## config.mk

```make
export PLATFORM = sky130hd
export DESIGN_NAME = bsc_ompss_axis_tag_slice
export DESIGN_NICKNAME = d
export VERILOG_FILES = /design/src/rtl/bsc_ompss_axis_tag_slice.sv
export SDC_FILE = /design/constraint.sdc
export NUM_CORES = 1
export LEC_CHECK = 0
export ABC_AREA = 0
export BUFFER_PORTS_ARGS = -buffer_cell sky130_fd_sc_hd__clkbuf_2
export CAP_MARGIN = 10
export CELL_PAD_IN_SITES_DETAIL_PLACEMENT = 1
export CELL_PAD_IN_SITES_GLOBAL_PLACEMENT = 1
export CORE_ASPECT_RATIO = 0.9
export CORE_MARGIN = 1
export CORE_UTILIZATION = 40
export DETAILED_ROUTE_END_ITERATION = 8
export GPL_ROUTABILITY_DRIVEN = 1
export GPL_TIMING_DRIVEN = 0
export MAX_ROUTING_LAYER = met4
export PLACE_DENSITY = 0.83
export SLEW_MARGIN = 10
export SYNTH_ARGS = -nofsm -noshare
export SYNTH_HDL_FRONTEND = slang
export SYNTH_SLANG_ARGS = --single-unit
```

## constraint.sdc

```tcl
create_clock -name clk -period 3.1 [get_ports clk]
set_clock_uncertainty 0.2 [all_clocks]
set_input_delay 0.155 -clock clk [delete_from_list [all_inputs] [get_ports clk]]
set_output_delay 0.155 -clock clk [all_outputs]
set_load 0.02 [all_outputs]
```

## src/rtl/bsc_ompss_axis_tag_slice.sv

```systemverilog
// bsc_ompss_axis_tag_slice
//   AXI-Stream register slice with a two-entry skid buffer. It drives a constant
//   TID on every beat, can force TDEST to a fixed value, and tracks packet
//   boundaries on the input side.
//   Optional feature macro: BSC_OMPSS_AXIS_TAG_SLICE_PKT_CNT_EN adds the
//   pkt_count output, which counts completed packets on the M side.
module bsc_ompss_axis_tag_slice #(
    parameter int                    DATA_WIDTH = 64,
    parameter int                    DEST_WIDTH = 2,
    parameter int                    ID_WIDTH   = 1,
    parameter logic [ID_WIDTH-1:0]   ID         = '0,
    parameter int                    DEST_MODE  = 0,
    parameter logic [DEST_WIDTH-1:0] DEST_VAL   = '0,
    parameter int                    CNT_WIDTH  = 16
) (
    input  logic                  clk,
    input  logic                  aresetn,
    input  logic [DATA_WIDTH-1:0] S_AXIS_tdata,
    input  logic [DEST_WIDTH-1:0] S_AXIS_tdest,
    input  logic                  S_AXIS_tlast,
    input  logic                  S_AXIS_tvalid,
    output logic                  S_AXIS_tready,
    output logic [DATA_WIDTH-1:0] M_AXIS_tdata,
    output logic [DEST_WIDTH-1:0] M_AXIS_tdest,
    output logic [ID_WIDTH-1:0]   M_AXIS_tid,
    output logic                  M_AXIS_tlast,
    output logic                  M_AXIS_tvalid,
    input  logic                  M_AXIS_tready,
`ifdef BSC_OMPSS_AXIS_TAG_SLICE_PKT_CNT_EN
    output logic [CNT_WIDTH-1:0]  pkt_count,
`endif
    output logic                  pkt_active
);

    // Occupancy of the slice: nothing held, main register only, main and skid.
    typedef enum logic [1:0] {ST_EMPTY, ST_ONE, ST_FULL} state_e;

    state_e                state_q, state_d;
    logic                  s_ready_q, s_ready_d;
    logic                  m_valid_q, m_valid_d;
    logic [DATA_WIDTH-1:0] main_data_q, main_data_d;
    logic [DEST_WIDTH-1:0] main_dest_q, main_dest_d;
    logic                  main_last_q, main_last_d;
    logic [DATA_WIDTH-1:0] skid_data_q, skid_data_d;
    logic [DEST_WIDTH-1:0] skid_dest_q, skid_dest_d;
    logic                  skid_last_q, skid_last_d;
    logic                  pkt_active_q, pkt_active_d;

    logic                  s_acc;
    logic                  m_acc;
    logic [DEST_WIDTH-1:0] in_dest;

    assign s_acc   = S_AXIS_tvalid & s_ready_q;
    assign m_acc   = m_valid_q & M_AXIS_tready;
    // The forced destination is applied on entry so both registers hold final values.
    assign in_dest = (DEST_MODE != 0) ? DEST_VAL : S_AXIS_tdest;

    // Next-state, register loads and packet tracking for the occupancy FSM.
    always_comb begin
        // NOTE: every signal gets a default first so no path leaves it unassigned (no latches).
        state_d      = state_q;
        s_ready_d    = s_ready_q;
        m_valid_d    = m_valid_q;
        main_data_d  = main_data_q;
        main_dest_d  = main_dest_q;
        main_last_d  = main_last_q;
        skid_data_d  = skid_data_q;
        skid_dest_d  = skid_dest_q;
        skid_last_d  = skid_last_q;
        pkt_active_d = pkt_active_q;

        case (state_q)
            ST_EMPTY: begin
                // Raises ready on the first edge after reset is released.
                s_ready_d = 1'b1;
                if (s_acc) begin
                    main_data_d = S_AXIS_tdata;
                    main_dest_d = in_dest;
                    main_last_d = S_AXIS_tlast;
                    m_valid_d   = 1'b1;
                    state_d     = ST_ONE;
                end
            end
            ST_ONE: begin
                if (s_acc && m_acc) begin
                    main_data_d = S_AXIS_tdata;
                    main_dest_d = in_dest;
                    main_last_d = S_AXIS_tlast;
                end else if (s_acc) begin
                    skid_data_d = S_AXIS_tdata;
                    skid_dest_d = in_dest;
                    skid_last_d = S_AXIS_tlast;
                    s_ready_d   = 1'b0;
                    state_d     = ST_FULL;
                end else if (m_acc) begin
                    m_valid_d   = 1'b0;
                    state_d     = ST_EMPTY;
                end
            end
            ST_FULL: begin
                if (m_acc) begin
                    main_data_d = skid_data_q;
                    main_dest_d = skid_dest_q;
                    main_last_d = skid_last_q;
                    s_ready_d   = 1'b1;
                    state_d     = ST_ONE;
                end
            end
            default: begin
                state_d   = ST_EMPTY;
                s_ready_d = 1'b0;
                m_valid_d = 1'b0;
            end
        endcase

        if (s_acc) begin
            pkt_active_d = ~S_AXIS_tlast;
        end
    end

    // Control state and the visible output payload, cleared by reset.
    always_ff @(posedge clk or negedge aresetn) begin
        if (!aresetn) begin
            state_q      <= ST_EMPTY;
            s_ready_q    <= 1'b0;
            m_valid_q    <= 1'b0;
            main_data_q  <= '0;
            main_dest_q  <= '0;
            main_last_q  <= 1'b0;
            pkt_active_q <= 1'b0;
        end else begin
            // NOTE: sequential state uses non-blocking assignments so all flops update together.
            state_q      <= state_d;
            s_ready_q    <= s_ready_d;
            m_valid_q    <= m_valid_d;
            main_data_q  <= main_data_d;
            main_dest_q  <= main_dest_d;
            main_last_q  <= main_last_d;
            pkt_active_q <= pkt_active_d;
        end
    end

    // Skid payload storage; its contents are only meaningful in ST_FULL.
    always_ff @(posedge clk) begin
        // NOTE: the skid payload is not reset; the FSM state marks it invalid after reset.
        skid_data_q <= skid_data_d;
        skid_dest_q <= skid_dest_d;
        skid_last_q <= skid_last_d;
    end

`ifdef BSC_OMPSS_AXIS_TAG_SLICE_PKT_CNT_EN
    logic [CNT_WIDTH-1:0] pkt_count_q, pkt_count_d;

    // Count packets completed on the M side; wraps naturally at the counter width.
    always_comb begin
        pkt_count_d = pkt_count_q;
        if (m_acc && main_last_q) begin
            pkt_count_d = pkt_count_q + CNT_WIDTH'(1);
        end
    end

    // Packet counter register.
    always_ff @(posedge clk or negedge aresetn) begin
        if (!aresetn) begin
            pkt_count_q <= '0;
        end else begin
            pkt_count_q <= pkt_count_d;
        end
    end

    assign pkt_count = pkt_count_q;
`endif

    assign S_AXIS_tready = s_ready_q;
    assign M_AXIS_tvalid = m_valid_q;
    assign M_AXIS_tdata  = main_data_q;
    assign M_AXIS_tdest  = main_dest_q;
    assign M_AXIS_tlast  = main_last_q;
    assign M_AXIS_tid    = ID;
    assign pkt_active    = pkt_active_q;

endmodule

```

==> flow_metrics.env <==
export IMPL_status="completed"
export IMPL_rrSetupSlack_ns=0.94
export IMPL_yosys_register_bits=139
export IMPL_hpwl_um=8630
export IMPL_buffer_ports_inserted=140
export IMPL_cts_tree="done"
export IMPL_cts_max_level=4
export IMPL_critPathRequiredTime_ns=3.19
export IMPL_static_leakage_power_nw=3.31
export IMPL_finalWorstSetupSlack_ns=0.942
export IMPL_power_density_mw_per_mm2=960
export IMPL_final_area_mm2=0.00786
export IMPL_floorplan_die_area_mm2=0.0146
export IMPL_mappedNetlistNets=382
export IMPL_io_pins=142
export IMPL_yosys_most_used_dff="sky130_fd_sc_hd__dfrtp_1"
export IMPL_die_width_um=127
export IMPL_cap_viol_max_count=0
export IMPL_detail_route_wl_per_cell_um=18.6
export IMPL_fin_crit_sh_pct=69.6
export IMPL_drcViolationCount=0
export IMPL_postSynthCellCount=311
export IMPL_final_nets=613
export IMPL_initial_core_util_pct=41.7
export IMPL_cts_reportedPaths_clkPinSlew_ns=0.06
export IMPL_cts_root_buf="sky130_fd_sc_hd__clkbuf_16"
export IMPL_postCtsSetupBuffers=0
export IMPL_clock_fmax_mhz=463
export IMPL_report_final_hold_viol_count=0
export IMPL_grt_pass1_vias=4064
export IMPL_worstSkewPairLatency_ns=0.41
export IMPL_final_max_slew_violation_count=0
export IMPL_avgViaCountPerCell=4.77
export IMPL_gp_congestion=0.687
export IMPL_synth_seq_area_share_pct=67.4
export IMPL_dpl_worst_slack_ns=0.915
export IMPL_clock_sinks=139
export IMPL_post_cts_resize_count=0
export IMPL_crit_path_end_kind="flop"
export IMPL_ys_async_sr_fraction_pct=51.8
export IMPL_drt_first_iter_violations=141
export IMPL_critPathLaunch="state_q[0]"
export IMPL_area_growth_synth_to_final_pct=39.0
export IMPL_design_core_area_mm2=0.0136
export IMPL_wirelength_um=13800
export IMPL_post_route_cells_drive_above_1_share_pct=57.7
export IMPL_synth_area_mm2=0.00565
export IMPL_antenna_violations_before_repair=0
export IMPL_hp_class="in2async"
export IMPL_total_power_mw=7.54
export IMPL_tightestPinTransition_ns=0.591
export IMPL_rsz_0062_raised_after_global_routing="false"
export IMPL_layout_cells_non_filler=744
export IMPL_synthDistinctLibCells=24
export IMPL_vdd_ir_drop_max_mv=0.540
export IMPL_die_height_um=115
export IMPL_synth_edf_count=67
export IMPL_report_final_setup_viol=0
export IMPL_cts_inserted_buffers=17
export IMPL_core_rowCount=40
export IMPL_worst_r2r_startpoint="state_q[0]"
export IMPL_vias_post_dr=3547
export IMPL_layout_min_cycle_time_ns=2.16
export IMPL_max_slew_margin_pct=60.6
export IMPL_track_usage_pct=21.0
export IMPL_holdWs_ns=0.166
export IMPL_grt_first_pass_wirelength_um=21900
export IMPL_syn_avg_cell_area_um2=18.2
export IMPL_numPlacedInstances=642
export IMPL_n_antenna_cell=0
export IMPL_path_class="reg2reg"
export IMPL_synth_warning_count=0
export IMPL_antenna_left=0
export IMPL_overflow=0
export IMPL_drt_first_pass_iters=4
export IMPL_crit_fanout=10
export IMPL_cts_max_path_buffers=2
export IMPL_cp_start_kind="flop"
export IMPL_critPathArrivalTime_ns=2.24
export IMPL_dpl_instance_area_mm2=0.00664
export IMPL_grt_max_degree=42
[cells in the mapped netlist (2+ instances only)]
master	instances	share of area, %
sky130_fd_sc_hd__dfrtp_1	72	32
sky130_fd_sc_hd__a21oi_1	3	0.27
sky130_fd_sc_hd__buf_6	4	0.80
sky130_fd_sc_hd__buf_2	7	0.62
sky130_fd_sc_hd__mux2_2	115	23
sky130_fd_sc_hd__o21ai_0	2	0.18
sky130_fd_sc_hd__mux2_4	19	5.0
sky130_fd_sc_hd__edfxtp_1	67	36
sky130_fd_sc_hd__buf_4	5	0.66
sky130_fd_sc_hd__nand2_1	3	0.20
[cells in the final DEF, fill, tap and decap left out, drive strengths merged, types with 2 or more instances in the layout]
| cell type | synthesis | routed |
|---|---|---|
| clkinvlp | 0 | 2 |
| edfxtp | 67 | 67 |
| o21ai | 2 | 2 |
| clkbuf | 0 | 162 |
| nand2 | 3 | 3 |
| dfrtp | 72 | 72 |
| a21oi | 3 | 3 |
| mux2 | 134 | 134 |
| clkinv | 0 | 8 |
| dlygate4sd3 | 0 | 70 |
| buf | 16 | 18 |
[registers in the layout, indices dropped and copies added (netlist names)]
name / count
M_AXIS_tvalid: 1
pkt_active: 1
skid_data_q: 64
M_AXIS_tlast: 1
skid_dest_q: 2
M_AXIS_tdest: 2
state_q: 2
S_AXIS_tready: 1
M_AXIS_tdata: 64
skid_last_q: 1
[layer usage]
| layer | up-vias | global-route usage [%] | share of wire (%) |
|---|---|---|---|
| met4 | 0 | 6.75 | 1.2 |
| met1 | 1791 | 22.8 | 41 |
| met3 | 16 | 6.14 | 5.3 |
| li1 | 1630 | - | - |
| met5 | - | - | 0 |
| met2 | 110 | 37.0 | 53 |
[metrics by stage]
step / TNS (ns) / util (%)
after floorplan: 0 / -
after global placement: -54.67 / 48.6
after detailed placement: 0 / 49.0
after CTS: 0 / 57.9
after global routing: 0 / 57.9
final: 0 / 57.9
[what timing repair did]
| action | in CTS | in global routing |
|---|---|---|
| hold buffers | 70 | 0 |
| hold endpoints to repair | 175 | 0 |
| endpoints found under the setup margin | 0 | 0 |
[path summary, 6_finish.rpt]
path / endpoint / cells past startpoint
min reg2reg: pkt_active / 2
min: M_AXIS_tdata[13] / 2
max: M_AXIS_tdata[6] / 5
min in group clk: skid_data_q[59] / 2
max reg2reg: M_AXIS_tdata[6] / 5
max in group asynchronous: M_AXIS_tdata[53] / 3
[worst max-delay path, stage by stage (launching register included)]
cell and delay [ns]:
sky130_fd_sc_hd__dfrtp_1 0.44, sky130_fd_sc_hd__a21boi_2 0.21, sky130_fd_sc_hd__o32ai_2 0.32, sky130_fd_sc_hd__buf_4 0.27, sky130_fd_sc_hd__buf_4 0.22, sky130_fd_sc_hd__mux2_2 0.37
[area by class of cell]
class / count / area (µm²)
clock buffer: 22 / 464
timing repair buffer: 212 / 1450
clock inverter: 10 / 50.0
multi-input combinational: 155 / 1720
inverter: 1 / 3.75
sequential: 139 / 3810
buffer: 16 / 118
fill: 1292 / 5700
tap: 189 / 236
[logic make-up (layout without fill, tap and decap cells)]
kind of cell | after synthesis | after routing | share of synthesized area, %
flops | 139 | 139 | 67.4
mux | 134 | 134 | 27.9
buf+inv | 17 | 261 | 2.15
compound gates | 11 | 11 | 1.48
simple gates | 8 | 8 | 0.753
other cells | 1 | 1 | 0.0663
xor+xnor | 1 | 1 | 0.155
[where the power goes]
part           total (mW)  switching, mW  internal (mW)
Sequential           2.91          0.327           2.59
Combinational        2.87           1.53           1.33
Clock                1.76          0.715           1.05
(Power assumes the default switching activity.)
